### config.mk
export PLATFORM = sky130hd
export DESIGN_NAME = key_debouncer
export DESIGN_NICKNAME = d
export VERILOG_FILES = /design/src/rtl/key_debouncer_pkg.sv /design/src/rtl/sync_2ff.sv /design/src/rtl/key_debouncer.sv
export SDC_FILE = /design/constraint.sdc
export NUM_CORES = 1
export LEC_CHECK = 0
export ABC_AREA = 1
export BUFFER_PORTS_ARGS = -buffer_cell sky130_fd_sc_hd__buf_2
export CAP_MARGIN = 20
export CORE_MARGIN = 5
export CORE_UTILIZATION = 40
export CTS_CLUSTER_DIAMETER = 200
export DETAILED_ROUTE_END_ITERATION = 6
export SLEW_MARGIN = 20
export SYNTH_ARGS = -nofsm -noshare
export SYNTH_HDL_FRONTEND = slang
export SYNTH_SLANG_ARGS = --single-unit
export TNS_END_PERCENT = 20
### constraint.sdc
create_clock -name clk -period 2.1 [get_ports clk]
set_input_delay 0.21 -clock clk [delete_from_list [all_inputs] [get_ports clk]]
set_output_delay 0.21 -clock clk [all_outputs]
set_load 0.03 [all_outputs]
### src/rtl/key_debouncer_pkg.sv
// key_debouncer_pkg: shared FSM encodings and board-level timing constants
package key_debouncer_pkg;
    typedef enum logic [1:0] {
        KEY_IDLE         = 2'd0,
        KEY_PRESS_WAIT   = 2'd1,
        KEY_PRESSED      = 2'd2,
        KEY_RELEASE_WAIT = 2'd3
    } key_state_t;

    localparam int unsigned CLK_HZ = 27_000_000;

    function automatic int unsigned ms_to_cycles(input int unsigned ms);
        return CLK_HZ / 1000 * ms;
    endfunction

    localparam int unsigned DEF_DEBOUNCE_CYCLES = ms_to_cycles(10);
    localparam int unsigned DEF_LONG_CYCLES     = ms_to_cycles(1000);
endpackage

### src/rtl/sync_2ff.sv
// sync_2ff: two-flop synchroniser for an asynchronous pin, with a selectable reset level
module sync_2ff #(
    parameter logic RST_VAL = 1'b0
) (
    input  logic clk,
    input  logic rst,
    input  logic i_d,
    output logic o_q
);
    logic r_meta;

    always_ff @(posedge clk or posedge rst) begin
        if (rst) begin
            r_meta <= RST_VAL;
            o_q    <= RST_VAL;
        end else begin
            r_meta <= i_d;
            o_q    <= r_meta;
        end
    end
endmodule

### src/rtl/key_debouncer.sv
// key_debouncer: synchronises and debounces a push-button into a clean level plus
// press, release and long-press pulses.
module key_debouncer
    import key_debouncer_pkg::*;
#(
    parameter int unsigned DEBOUNCE_CYCLES = DEF_DEBOUNCE_CYCLES,
    parameter int unsigned LONG_CYCLES     = DEF_LONG_CYCLES,
    parameter bit          KEY_ACTIVE_LOW  = 1'b1
) (
    input  logic clk,
    input  logic rst,
    input  logic key_i,
    output logic key_o,
    output logic press_o,
    output logic release_o,
    output logic long_o
);
    localparam int DB_W   = $clog2(DEBOUNCE_CYCLES + 1);
    localparam int HOLD_W = $clog2(LONG_CYCLES + 1);
    localparam logic [DB_W-1:0]   DB_LAST   = DB_W'(DEBOUNCE_CYCLES - 1);
    localparam logic [HOLD_W-1:0] HOLD_LAST = HOLD_W'(LONG_CYCLES - 1);
    localparam logic [HOLD_W-1:0] HOLD_MAX  = HOLD_W'(LONG_CYCLES);

    key_state_t         r_state;
    logic [DB_W-1:0]    r_db;
    logic [HOLD_W-1:0]  r_hold;
    logic               r_long_done;
    logic               w_s;
    logic               w_p;
    logic               w_holding;
    logic               w_rel_acc;

    sync_2ff #(.RST_VAL(KEY_ACTIVE_LOW)) u_sync (
        .clk (clk),
        .rst (rst),
        .i_d (key_i),
        .o_q (w_s)
    );

    assign w_p       = w_s ^ KEY_ACTIVE_LOW;
    assign w_holding = (r_state == KEY_PRESSED) || (r_state == KEY_RELEASE_WAIT);
    assign w_rel_acc = (r_state == KEY_RELEASE_WAIT) && !w_p && (r_db == DB_LAST);

    always_ff @(posedge clk or posedge rst) begin
        if (rst) begin
            r_state     <= KEY_IDLE;
            r_db        <= '0;
            r_hold      <= '0;
            r_long_done <= 1'b0;
            key_o       <= 1'b0;
            press_o     <= 1'b0;
            release_o   <= 1'b0;
            long_o      <= 1'b0;
        end else begin
            press_o   <= 1'b0;
            release_o <= 1'b0;
            long_o    <= 1'b0;
            // a release accepted on the expiry edge suppresses the long pulse
            if (w_holding && !w_rel_acc) begin
                if (r_hold != HOLD_MAX)
                    r_hold <= r_hold + HOLD_W'(1);
                if (r_hold == HOLD_LAST && !r_long_done) begin
                    long_o      <= 1'b1;
                    r_long_done <= 1'b1;
                end
            end
            case (r_state)
                KEY_IDLE: begin
                    if (w_p) begin
                        r_state <= KEY_PRESS_WAIT;
                        r_db    <= '0;
                    end
                end
                KEY_PRESS_WAIT: begin
                    if (!w_p)
                        r_state <= KEY_IDLE;
                    else if (r_db == DB_LAST) begin
                        r_state <= KEY_PRESSED;
                        key_o   <= 1'b1;
                        press_o <= 1'b1;
                        r_hold  <= '0;
                    end else
                        r_db <= r_db + DB_W'(1);
                end
                KEY_PRESSED: begin
                    if (!w_p) begin
                        r_state <= KEY_RELEASE_WAIT;
                        r_db    <= '0;
                    end
                end
                KEY_RELEASE_WAIT: begin
                    if (w_p)
                        r_state <= KEY_PRESSED;
                    else if (r_db == DB_LAST) begin
                        r_state     <= KEY_IDLE;
                        key_o       <= 1'b0;
                        release_o   <= 1'b1;
                        r_long_done <= 1'b0;
                    end else
                        r_db <= r_db + DB_W'(1);
                end
            endcase
        end
    end
endmodule

# ---- After elaboration in Yosys (flattened, before gate mapping)
# Cells that the tools add are included.
dict set report word_totals {
  register_bits 53
  input_bits 3
  word_cells 73
}
dict set report classes {
  n_addsub 2
  eq_ne 14
  n_mux 35
  reduce_logical 12
}
# cell n
set op_table {}
lappend op_table {{$mux 25} 5}
lappend op_table {{$mux 19} 5}
lappend op_table {{$pmux 19 s4} 1}
lappend op_table {{$add 25x1->25 const B} 1}
lappend op_table {{$eq 25x25->1 const B} 1}
lappend op_table {{$ne 25x25->1 const B} 1}
lappend op_table {{$add 19x1->19 const B} 1}
lappend op_table {{$eq 19x19->1 const B} 1}
lappend op_table {{$mux 1} 16}
lappend op_table {{$mux 2} 6}
lappend op_table {{$pmux 2 s4} 1}
lappend op_table {{$reduce_and 4->1} 2}
lappend op_table {{$ne 2x1->1 const B} 3}
lappend op_table {{$ne 2x2->1 const B} 3}
lappend op_table {{$reduce_and 5->1} 1}
lappend op_table {{$eq 2x2->1 const B} 2}
lappend op_table {{$logic_and 1x1->1} 4}
lappend op_table {{$ne 3x2->1 const B} 1}
lappend op_table {{$ne 3x3->1 const B} 1}
lappend op_table {{$eq 2x1->1 const B} 1}
lappend op_table {{$logic_not 1->1} 2}
lappend op_table {{$logic_not 2->1} 1}
lappend op_table {{$pmux 1 s2} 1}
lappend op_table {{$reduce_bool 2->1} 1}
lappend op_table {{$logic_or 1x1->1} 1}

# ---- Logic depth before layout (Yosys ltp)
dict set report depth {
  word_depth 9
  mapped_depth 11
  depth_no_buf 11
}

# ---- By module
# A second synthesis with hierarchy kept.
dict set report unflattened {
  cells_unflattened 510
  hier_area_um2 3514.6
}
# module instances cells_each area_per_inst_um2
set modules_own_cells {}
lappend modules_own_cells {key_debouncer 1 507 3458.3}
lappend modules_own_cells {sync_2ff 1 3 56.3}

# ---- Least setup slack after synthesis
# Ideal clock, no wire load.
dict set report synth_timing {
  path_type {register to register}
  start {register r_db[0]}
  end {register r_hold[10]}
  arrival_time_ps 1541
  t_required_ps 1978
  path_slack_ps 437
  path_stages_with_launch 12
  n_path_buf 1
  cell_sequence {dfrtp_1 > ha_1 > nand2_2 > nor2_4 > nand3_4 > nor2_8 > nand2_4 > nand2_4 > buf_4 > nand2_1 > nand2_1 > nor2_1}
}
dict set report synth_between {
  elab_chain_len 8
}
# element line
set synth_rtl {}
lappend synth_rtl {{from (decl)} key_debouncer.sv:25} ;# logic [DB_W-1:0] r_db;
lappend synth_rtl {{from (signal assigned)} key_debouncer.sv:83} ;# r_db <= r_db + DB_W'(1);
lappend synth_rtl {{from (signal assigned)} key_debouncer.sv:100} ;# r_db <= r_db + DB_W'(1);
lappend synth_rtl {{$eq 19x19->1 (*)} {key_debouncer.sv:42, key_debouncer.sv:77}}
lappend synth_rtl {{$logic_and 1x1->1} key_debouncer.sv:42} ;# assign w_rel_acc = (r_state == KEY_RELEASE_WAIT) && !w_p && (r_db == DB_LAST);
lappend synth_rtl {{$logic_not 1->1} key_debouncer.sv:59} ;# if (w_holding && !w_rel_acc) begin
lappend synth_rtl {{$logic_and 1x1->1} key_debouncer.sv:59}
lappend synth_rtl {{$mux 25} key_debouncer.sv:59}
lappend synth_rtl {{$mux 25} key_debouncer.sv:77} ;# else if (r_db == DB_LAST) begin
lappend synth_rtl {{$mux 25} key_debouncer.sv:75} ;# if (!w_p)
lappend synth_rtl {{$mux 25 (*)} key_debouncer.sv:67} ;# case (r_state)
lappend synth_rtl {{to (signal assigned)} key_debouncer.sv:61} ;# r_hold <= r_hold + HOLD_W'(1);
lappend synth_rtl {{to (decl)} key_debouncer.sv:26} ;# logic [HOLD_W-1:0] r_hold;
# Mark *: on every way between the ends. The rest lies on a longest branch, timed or not.
# A chain may end at the register's enable or synchronous reset.

# ---- Final worst setup path
dict set report layout_timing {
  start {register r_db[0]}
  end {register r_db[9]}
}
dict set report layout_between {
  elab_chain_len 4
}
# element line
set layout_rtl {}
lappend layout_rtl {{$add 19x1->19 or $eq 19x19->1 (tied branches)} --}
lappend layout_rtl {{$mux 19 (*)} {key_debouncer.sv:77, key_debouncer.sv:94}}
lappend layout_rtl {{$mux 19 (on tied branches)} {key_debouncer.sv:92, key_debouncer.sv:75}}
lappend layout_rtl {{$pmux 19 s4 (*)} key_debouncer.sv:67}
# Mark *: on every way between the ends. The rest lies on a longest branch, timed or not. The select of a mux whose other input is x is not followed.

==> results.ini <==
[logic_synthesis]
synth_largest_area_cell=dfrtp_1
yosysWarningCount=0
netlist_top_cells_area=dfrtp_1 36%, nand2_1 22%, nor2_1 9.8%
synth_ff_type=dfrtp_1
synth_edf_count=0
syn_nets=544
synth_seq_cells=53
synth_top_cell_area_share=0.361
synthArstFlopShare=1.00
ys_types=31
ys_seq_area_frac=0.376
avgSynthCellArea_um2=6.56
syn-cell-area_um2=3530
synthCells=538

[floorplanning]
core-area_um2=8680
initial_core_util=0.407
dieHeight_um=104
die_area_um2=10800
die_w_um=104
ios=7
rows=34

[layout]
fillers=940
seq_area_um2=1330
stdcell_area_um2=3810
multiInputGateArea_um2=1930
n_antenna_cell=0
final_nets=555
drive_gt1_frac=0.0764
area.growth.synth_to_final_pct=8.04

[global_route]
overflow=0
grt_pass1_wl_um=14700
grt_util_all_layers=0.160
grt_max_degree=36
grt_pass1_vias=3042
antenna_found_initial=0

[power]
power_leakage_uw=0.00176
total_power_uw=1740
vdd_drop_max_mv=0.389
p_per_area_nw_per_um2=457

[placement]
dp_hpwl_um=6230
place_congestion=0.906
post_dp_cell_area_um2=3680
portBuffers=6

[drt]
drt_iter0_drc=221
wl_met2_um=3720
wl_met1_um=4410
dr_total_vias=3335
routed.top_layer=met4
wl_per_cell_um=13.2
via_per_inst=5.07
wl_met3_um=464
antenna_left=0
firstDrtPassIters=5
drt_wl_total_um=8670
drc_errors=0

[clock_network]
clk_latency_ps=320
cts.path.max_buffers=2
clkTransAtPathRegs_ps=110
post_cts_buffers=0
numClockSinks=53
cts_tree=yes
cts-buffers-inserted=5
htreeDepth=2
root_buffer=clkbuf_8

[timing]
skew_ps=15.6
fin_crit_sh=0.898
slew_headroom=0.658
report.final.slew_viol_count=0
fmax_ghz=0.530
setup_viol=0
finalHoldViolCount=0
setup_tns_ps=0
fin_crit_ps=1890
rsz0062_at_grt=no
worst_pin_slew_ps=509

[critical_path]
cpPeakStageDelay_ps=430
critical-path-slowest-cell=dfrtp_1
start_kind=register
arrival_ps=2100
critPathTopFamily=simple AND/OR/NAND/NOR gates
endpoint_kind=register
critPathRequiredTime_ps=2310
path_class=reg -> reg
cp_num_buf_inv=1
path_cells=ha_1, nand2_2, nor2_4, nand3_4, nor2_8, nor2_4, inv_1, nand2_1, nand2_1
path_max_fanout=18

[worst_hold_path]
hold_path_class=reg -> reg

[run_status]
status=completed

[flow_run]
cap_violations=0

## through the flow
stage,setup slack (ps),util,hold WS [ps],instances
after floorplan,437,-,214,538
after global placement,79.0,0.424,274,647
after detailed placement,34.5,0.424,289,647
after CTS,22.9,0.437,351,657
after global routing,65.9,0.440,358,658
final,215,0.440,354,658
## final timing paths
kind | slack [ps] | from | depth (start not counted) | end
max | 210 | r_db[0]$_DFFE_PP0P_ | 9 | r_db[9]$_DFFE_PP0P_
max in group asynchronous | 1090 | rst | 4 | r_hold[13]$_DFF_PP0_
min reg2reg | 350 | u_sync.r_meta$_DFF_PP1_ | 0 | u_sync.o_q$_DFF_PP1_
max reg2reg | 210 | r_db[0]$_DFFE_PP0P_ | 9 | r_db[9]$_DFFE_PP0P_
min | 350 | u_sync.r_meta$_DFF_PP1_ | 0 | u_sync.o_q$_DFF_PP1_
min in group asynchronous | 460 | rst | 3 | press_o$_DFF_PP0_
## synth_stat cells (5+ instances only)
master     n
inv_1     58
nand2_2    6
o21ai_0   18
nor2_1    92
dfrtp_1   51
xor2_1    14
nand3_1   23
nand4_1   26
buf_2      5
nor3_1     6
a21oi_1    6
nand2_1  203
## cells in the final DEF, fill, tap and decap left out, drive strengths merged
master / instances
a211oi: 1
a21oi: 7
and2: 2
buf: 12
clkbuf: 5
clkinvlp: 1
dfrtp: 51
dfstp: 2
dlygate4sd3: 2
ha: 3
inv: 61
nand2: 211
nand3: 24
nand3b: 1
nand4: 26
nor2: 97
nor3: 6
o21ai: 21
or2: 2
xnor2: 1
xor2: 14
## flip-flops by register name (all words and copies together), names as in the netlist, named ones only
name / cells
key_o: 1
long_o: 1
press_o: 1
r_db: 19
r_hold: 25
r_long_done: 1
r_state: 1
release_o: 1
u_sync.o_q: 1
u_sync.r_meta: 1
## worst reg2reg max path, stage by stage, from the launching register on
cell and delay, ps:
dfrtp_1 430, ha_1 260, nand2_2 150, nor2_4 70, nand3_4 120, nor2_8 60
nor2_4 390, inv_1 160, nand2_1 90, nand2_1 60
## layer usage
layer | track usage | vias up
li1 | - | 1701
met1 | 0.248 | 1538
met3 | 0.0230 | 4
met2 | 0.236 | 92
met4 | 0.0324 | 0
met5 | 0 | -
## layout make-up
type | instances | share of cell area
multi-input cells | 416 | 0.505
flip-flops and latches | 53 | 0.348
clock buffers | 5 | 0.0180
inverters | 59 | 0.0581
repair buffers | 14 | 0.0282
clock inverters | 3 | 0.00656
well taps | 108 | 0.0354
## power breakdown
group	total, uW	internal [uW]	switching, uW
Clock	630	244	385
Combinational	72.2	18.4	53.7
Sequential	1040	1030	9.06
## what timing repair did
action / in CTS / in global routing
resized for setup: 0 / 3
setup endpoints to repair: 0 / 44
endpoints found under the hold margin: 19 / 0
hold buffers: 2 / 0
## kinds of logic (layout without fill, tap and decap cells)
kind of cell | after synthesis | after routing | synth area share
adder cells (fa/ha/maj) | 3 | 3 | 0.0106
XOR/XNOR | 15 | 15 | 0.0372
AND/OR/NAND/NOR | 368 | 369 | 0.447
AO/OA/AOI/OAI | 29 | 29 | 0.0439
flip-flops | 53 | 53 | 0.376
buffers and inverters | 70 | 81 | 0.0847
(Power assumes the default switching activity.)
